$ cat src/rtl/mem_ctrl.sv
// mem_ctrl: arbitrates instruction fetch and data access onto one shared bus,
// with fetch cancellation on flush and a bus-wait timeout.
module mem_ctrl #(
   parameter int unsigned TIMEOUT_CYC = 255
) (
   input  logic        clk,
   input  logic        rst,
   input  logic        if_req,
   input  logic [31:0] if_addr,
   output logic [31:0] if_data_o,
   output logic        if_ready,
   input  logic        mem_req,
   input  logic        mem_we,
   input  logic [3:0]  mem_sel,
   input  logic [31:0] mem_addr,
   input  logic [31:0] mem_wdata,
   output logic [31:0] mem_rdata_o,
   output logic        mem_ready,
   input  logic        flush,
   output logic        bus_req,
   output logic        bus_we,
   output logic [3:0]  bus_sel,
   output logic [31:0] bus_addr,
   output logic [31:0] bus_wdata,
   input  logic [31:0] bus_rdata,
   input  logic        bus_ack,
   output logic        stall_req_if,
   output logic        stall_req_mem,
   output logic        bus_err
);
   typedef enum logic [1:0] {IDLE, IF_WAIT, MEM_WAIT, IF_DROP} state_t;
   localparam logic [7:0] TO_LAST = 8'(TIMEOUT_CYC - 1);
   state_t      state_q;
   logic [7:0]  cnt_q;
   logic        bus_req_q, bus_we_q, if_ready_q, mem_ready_q, bus_err_q;
   logic [3:0]  bus_sel_q;
   logic [31:0] bus_addr_q, bus_wdata_q, if_data_q, mem_rdata_q;
   logic        timeout, done;
   assign timeout = !bus_ack && cnt_q == TO_LAST;
   assign done = bus_ack || timeout;
   assign bus_req = bus_req_q;
   assign bus_we = bus_we_q;
   assign bus_sel = bus_sel_q;
   assign bus_addr = bus_addr_q;
   assign bus_wdata = bus_wdata_q;
   assign if_data_o = if_data_q;
   assign if_ready = if_ready_q;
   assign mem_rdata_o = mem_rdata_q;
   assign mem_ready = mem_ready_q;
   assign bus_err = bus_err_q;
   assign stall_req_mem = mem_req & ~mem_ready_q;
   assign stall_req_if = if_req & ~if_ready_q & ~flush;
   always_ff @(posedge clk or negedge rst) begin
      if (!rst) begin
         state_q     <= IDLE;
         cnt_q       <= '0;
         bus_req_q   <= 1'b0;
         bus_we_q    <= 1'b0;
         bus_sel_q   <= '0;
         bus_addr_q  <= '0;
         bus_wdata_q <= '0;
         if_data_q   <= '0;
         mem_rdata_q <= '0;
         if_ready_q  <= 1'b0;
         mem_ready_q <= 1'b0;
         bus_err_q   <= 1'b0;
      end else begin
         if_ready_q  <= 1'b0;
         mem_ready_q <= 1'b0;
         bus_err_q   <= 1'b0;
         if (state_q != IDLE && !bus_ack) cnt_q <= cnt_q + 8'd1;
         case (state_q)
            // a requester still sees its own ready pulse this cycle, so it is not re-granted
            IDLE: begin
               if (mem_req && !mem_ready_q) begin
                  state_q     <= MEM_WAIT;
                  cnt_q       <= '0;
                  bus_req_q   <= 1'b1;
                  bus_we_q    <= mem_we;
                  bus_sel_q   <= mem_sel;
                  bus_addr_q  <= mem_addr;
                  bus_wdata_q <= mem_wdata;
               end else if (if_req && !flush && !if_ready_q) begin
                  state_q     <= IF_WAIT;
                  cnt_q       <= '0;
                  bus_req_q   <= 1'b1;
                  bus_we_q    <= 1'b0;
                  bus_sel_q   <= 4'hF;
                  bus_addr_q  <= if_addr;
                  bus_wdata_q <= '0;
               end
            end
            MEM_WAIT: begin
               if (done) begin
                  state_q     <= IDLE;
                  bus_req_q   <= 1'b0;
                  bus_err_q   <= timeout;
                  mem_ready_q <= 1'b1;
                  if (timeout) mem_rdata_q <= '0;
                  else if (!bus_we_q) mem_rdata_q <= bus_rdata;
               end
            end
            IF_WAIT: begin
               if (done) begin
                  state_q   <= IDLE;
                  bus_req_q <= 1'b0;
                  bus_err_q <= timeout;
                  if (!flush) begin
                     if_ready_q <= 1'b1;
                     if_data_q  <= timeout ? '0 : bus_rdata;
                  end
               end else if (flush) state_q <= IF_DROP;
            end
            IF_DROP: begin
               if (done) begin
                  state_q   <= IDLE;
                  bus_req_q <= 1'b0;
                  bus_err_q <= timeout;
               end
            end
            default: state_q <= IDLE;
         endcase
      end
   end
endmodule

$ cat config.mk
export PLATFORM = sky130hd
export DESIGN_NAME = mem_ctrl
export DESIGN_NICKNAME = d
export VERILOG_FILES = /design/src/rtl/mem_ctrl.sv
export SDC_FILE = /design/constraint.sdc
export NUM_CORES = 1
export LEC_CHECK = 0
export CAP_MARGIN = 20
export CORE_MARGIN = 4
export CORE_UTILIZATION = 30
export CTS_BUF_LIST = sky130_fd_sc_hd__clkbuf_2
export CTS_CLUSTER_SIZE = 12
export DETAILED_ROUTE_END_ITERATION = 7
export GPL_TIMING_DRIVEN = 0
export HOLD_SLACK_MARGIN = 0.02
export PLACE_DENSITY_LB_ADDON = 0.2
export SYNTH_ARGS = -nofsm -noshare
export SYNTH_HDL_FRONTEND = slang
export SYNTH_SLANG_ARGS = --single-unit
$ cat constraint.sdc
create_clock -name clk -period 4.2 [get_ports clk]
set_input_delay 0.84 -clock clk [delete_from_list [all_inputs] [get_ports clk]]
set_output_delay 0.84 -clock clk [all_outputs]
set_load 0.02 [all_outputs]
==> impl_metrics.tcl <==
set metrics [dict create \
    post-route-drc-count 0 \
    wl_per_cell_um 18.29 \
    post-cts-setup-buffer-count 0 \
    slowest_delay_ps 720 \
    num_rows 51 \
    timing.final.crit_share_pct 79.04 \
    synth_cells 516 \
    track_usage_pct 17.84 \
    synthesis.area_mm2 0.006005 \
    vias 5246 \
    reg2reg_slack_ps 2250 \
    rsz0062_at_grt "false" \
    worstPathMaxFanout 4 \
    final_area_mm2 0.009369 \
    cts_resized 0 \
    tightest_slew_ps 617.9 \
    drtIter0Drc 229 \
    fmax_mhz 301.2 \
    setup_viol 0 \
    postRouteAntennaNets 0 \
    status "completed" \
    die_area_mm2 0.02234 \
    finalPower_mw 6.785 \
    crit_arrival_ps 2480 \
    grt_overflow 0 \
    drive_above_1_share_pct 7.879 \
    seqPwrFrac_pct 36.2 \
    port_buffers 277 \
    cp_common_cell "clkdlybuf4s50_1" \
    yosysSeqAreaShare_pct 61.26 \
    clockRootBuffer "clkbuf_2" \
    p_comb_share_pct 51.9 \
    drv_slew 0 \
    avgSynthCellArea_um2 11.64 \
    insertion_delay_ps 710 \
    min-delay-path-class "in -> async" \
    area_growth_pct 56.03 \
    clockBufferDepth 2 \
    cts.sink_count 147 \
    cts-buffers-inserted 17 \
    grt_max_degree 85 \
    clkTransAtPathRegs_ps 230 \
    critPathSlowestCell "clkdlybuf4s50_1" \
    worstPathCellList "clkdlybuf4s50_1 > nor3b_2 > clkdlybuf4s50_1" \
    relSlewSlack_pct 58.81 \
    path_class "in -> out" \
    grt_pass1_wl_um 31030 \
    start_kind "input port" \
    p_sw_share_pct 40.74 \
    final_hold_viol_count 0 \
    maxCapViolCount 0 \
    worstPathRequired_ps 3360 \
    path_buf_inv 2 \
    h-tree-depth 4 \
    leakage_nw 4.204 \
    ios 278 \
    fillers 1825 \
    cts-hold-fix-buffers 0 \
    ir_drop_mv 0.3576 \
    p_switching_mw 2.764 \
    finalCriticalPeriod_ps 3320 \
    placed_area_mm2 0.009138 \
    synth.ff_latch_count 147 \
    final_nets 954 \
    die_y_um 149.5 \
    dp_hpwl_um 15140 \
    die_w_um 149.5 \
    p_int_mw 4.021 \
    gp_congestion 0.7968 \
    antenna_found_initial 1 \
    drt_pass1_iterations 6 \
    first_global_vias 5513 \
    cellPowerDensity_mw_per_mm2 724.2 \
    start_util_pct 30.65 \
    skew_ps 32.81 \
    via_per_inst 4.808 \
    crit_family "buffers and inverters" \
    final_core_util_pct 47.83 \
    syn-num-nets 657 \
    cts_tree "done" \
    clockPowerShare_pct 11.9 \
    ys_warn_count 0 \
    core_mm2 0.01959 \
    drt-total-wl_um 19950 \
    synth_cell_types 41 \
    end_kind "output pin" \
]
## metal layers
layer | vias up | share of wire (%) | wire length (um) | GRT usage (%)
met5 | - | 0 | 0 | 0
met4 | 0 | 1.6 | 316 | 5.034
li1 | 2447 | - | - | -
met3 | 22 | 4.8 | 951 | 3.907
met2 | 150 | 51 | 10260 | 30.27
met1 | 2627 | 42 | 8425 | 23.08
## sequential cells by signal (all words and copies together), names as in the netlist
register     flops
bus_wdata       32
mem_ready        1
mem_rdata_o     32
if_data_o       32
bus_err          1
bus_req          1
bus_we           1
bus_addr        32
bus_sel          4
state_q          2
cnt_q            8
if_ready         1
## final timing paths
kind	startpoint	end	cells after the start
max	flush	stall_req_if	3
min	rst	if_data_o[9]$_DFFE_PN0P_	1
min in group clk	cnt_q[7]$_DFF_PN0_	cnt_q[7]$_DFF_PN0_	1
max reg2reg	cnt_q[0]$_DFF_PN0_	mem_rdata_o[30]$_DFFE_PN0P_	7
min reg2reg	cnt_q[7]$_DFF_PN0_	cnt_q[7]$_DFF_PN0_	1
max in group asynchronous	rst	mem_rdata_o[30]$_DFFE_PN0P_	2
## synthesized netlist by cell type
cell type,number,share of area [%]
dfrtp_1,147,61
nand2_1,104,6.5
a22o_1,65,9.5
o21ai_0,34,2.8
a22oi_1,32,4.0
mux2i_1,32,5.3
buf_2,19,1.6
clkbuf_1,15,0.94
o21ai_1,10,0.83
nor2_1,6,0.38
a21oi_1,4,0.33
buf_6,4,0.75
inv_1,4,0.25
o22a_1,4,0.58
nor2b_1,3,0.31
o31ai_1,3,0.38
a31oi_1,2,0.21
ha_1,2,0.42
nand2b_1,2,0.21
nand4_1,2,0.21
nor3b_2,2,0.42
a21o_1,1,0.13
a21oi_2,1,0.15
a41oi_1,1,0.15
and2_0,1,0.10
and3_1,1,0.10
and3b_1,1,0.15
and4_4,1,0.19
and4b_1,1,0.17
buf_4,1,0.13
inv_2,1,0.062
nand2b_4,1,0.23
nand3b_1,1,0.13
nor2_2,1,0.10
nor3_1,1,0.083
nor3_2,1,0.17
o21ai_4,1,0.27
o32ai_1,1,0.15
o41ai_1,1,0.15
or2_1,1,0.10
or3_1,1,0.10
## metrics by stage
stage / setup TNS (ps) / instances / setup slack (ps) / hold slack [ps]
6_report: 0 / 1091 / 880.1 / 76.62
5_1_grt: 0 / 1091 / 810.4 / 31.76
4_1_cts: 0 / 1090 / 867.5 / 23.09
3_5_place_dp: 0 / 1059 / 867.6 / 468.4
3_3_place_gp: -532210 / 1058 / -3636 / 464.4
2_1_floorplan: 0 / 516 / 2005 / 442.9
## placed cells by master (no fill, tap or decap), types with 2 or more instances in the layout
cell             Yosys  final
a21oi_1              4      4
a22o_1              65     65
a22oi_1             32     32
a31oi_1              2      2
buf_2               19     19
buf_6                4      5
bufinv_16            0      2
clkbuf_1            15     15
clkbuf_2             0     19
clkdlybuf4s50_1      0    276
clkinv_4             0      2
clkinvlp_4           0      4
dfrtp_1            147    147
ha_1                 2      2
inv_1                4      4
inv_6                0      2
mux2i_1             32     32
nand2_1            104    104
nand2b_1             2      2
nand4_1              2      2
nor2_1               6      6
nor2b_1              3      3
nor3b_2              2      2
o21ai_0             34     34
o21ai_1             10     10
o22a_1               4      4
o31ai_1              3      3
## power by group through the flow
| stage | combinational (mW) | clock [mW] | sequential (mW) |
|---|---|---|---|
| after global placement | 3.51 | 0 | 2.47 |
| after CTS | 3.57 | 0.846 | 2.46 |
| after detailed placement | 3.56 | 0 | 2.48 |
| after global routing | 3.76 | 0.904 | 2.54 |
| final | 3.52 | 0.806 | 2.46 |
| after floorplan | 0.974 | 0 | 3.21 |
## cell type report
| type | instances | area [um^2] | area share, % |
|---|---|---|---|
| multi-input cells | 325 | 2103 | 22.45 |
| plain buffers | 39 | 203.9 | 2.177 |
| inverters | 5 | 18.77 | 0.2003 |
| repair buffers | 278 | 2801 | 29.90 |
| clock inverters | 12 | 133.9 | 1.429 |
| diodes | 1 | 2.502 | 0.02671 |
| clock buffers | 19 | 95.09 | 1.015 |
| flip-flops and latches | 147 | 3679 | 39.26 |
| well taps | 265 | 331.6 | 3.539 |
## kinds of logic (layout without fill, tap and decap cells)
family,after synthesis,count (layout),synth area share [%]
compound gates,160,160,19.63
flops,147,147,61.26
simple gates,131,131,9.648
buf+inv,44,353,3.709
mux,32,32,5.334
fa+ha+maj,2,2,0.4167
other cells,0,1,0
(Power assumes the default switching activity.)
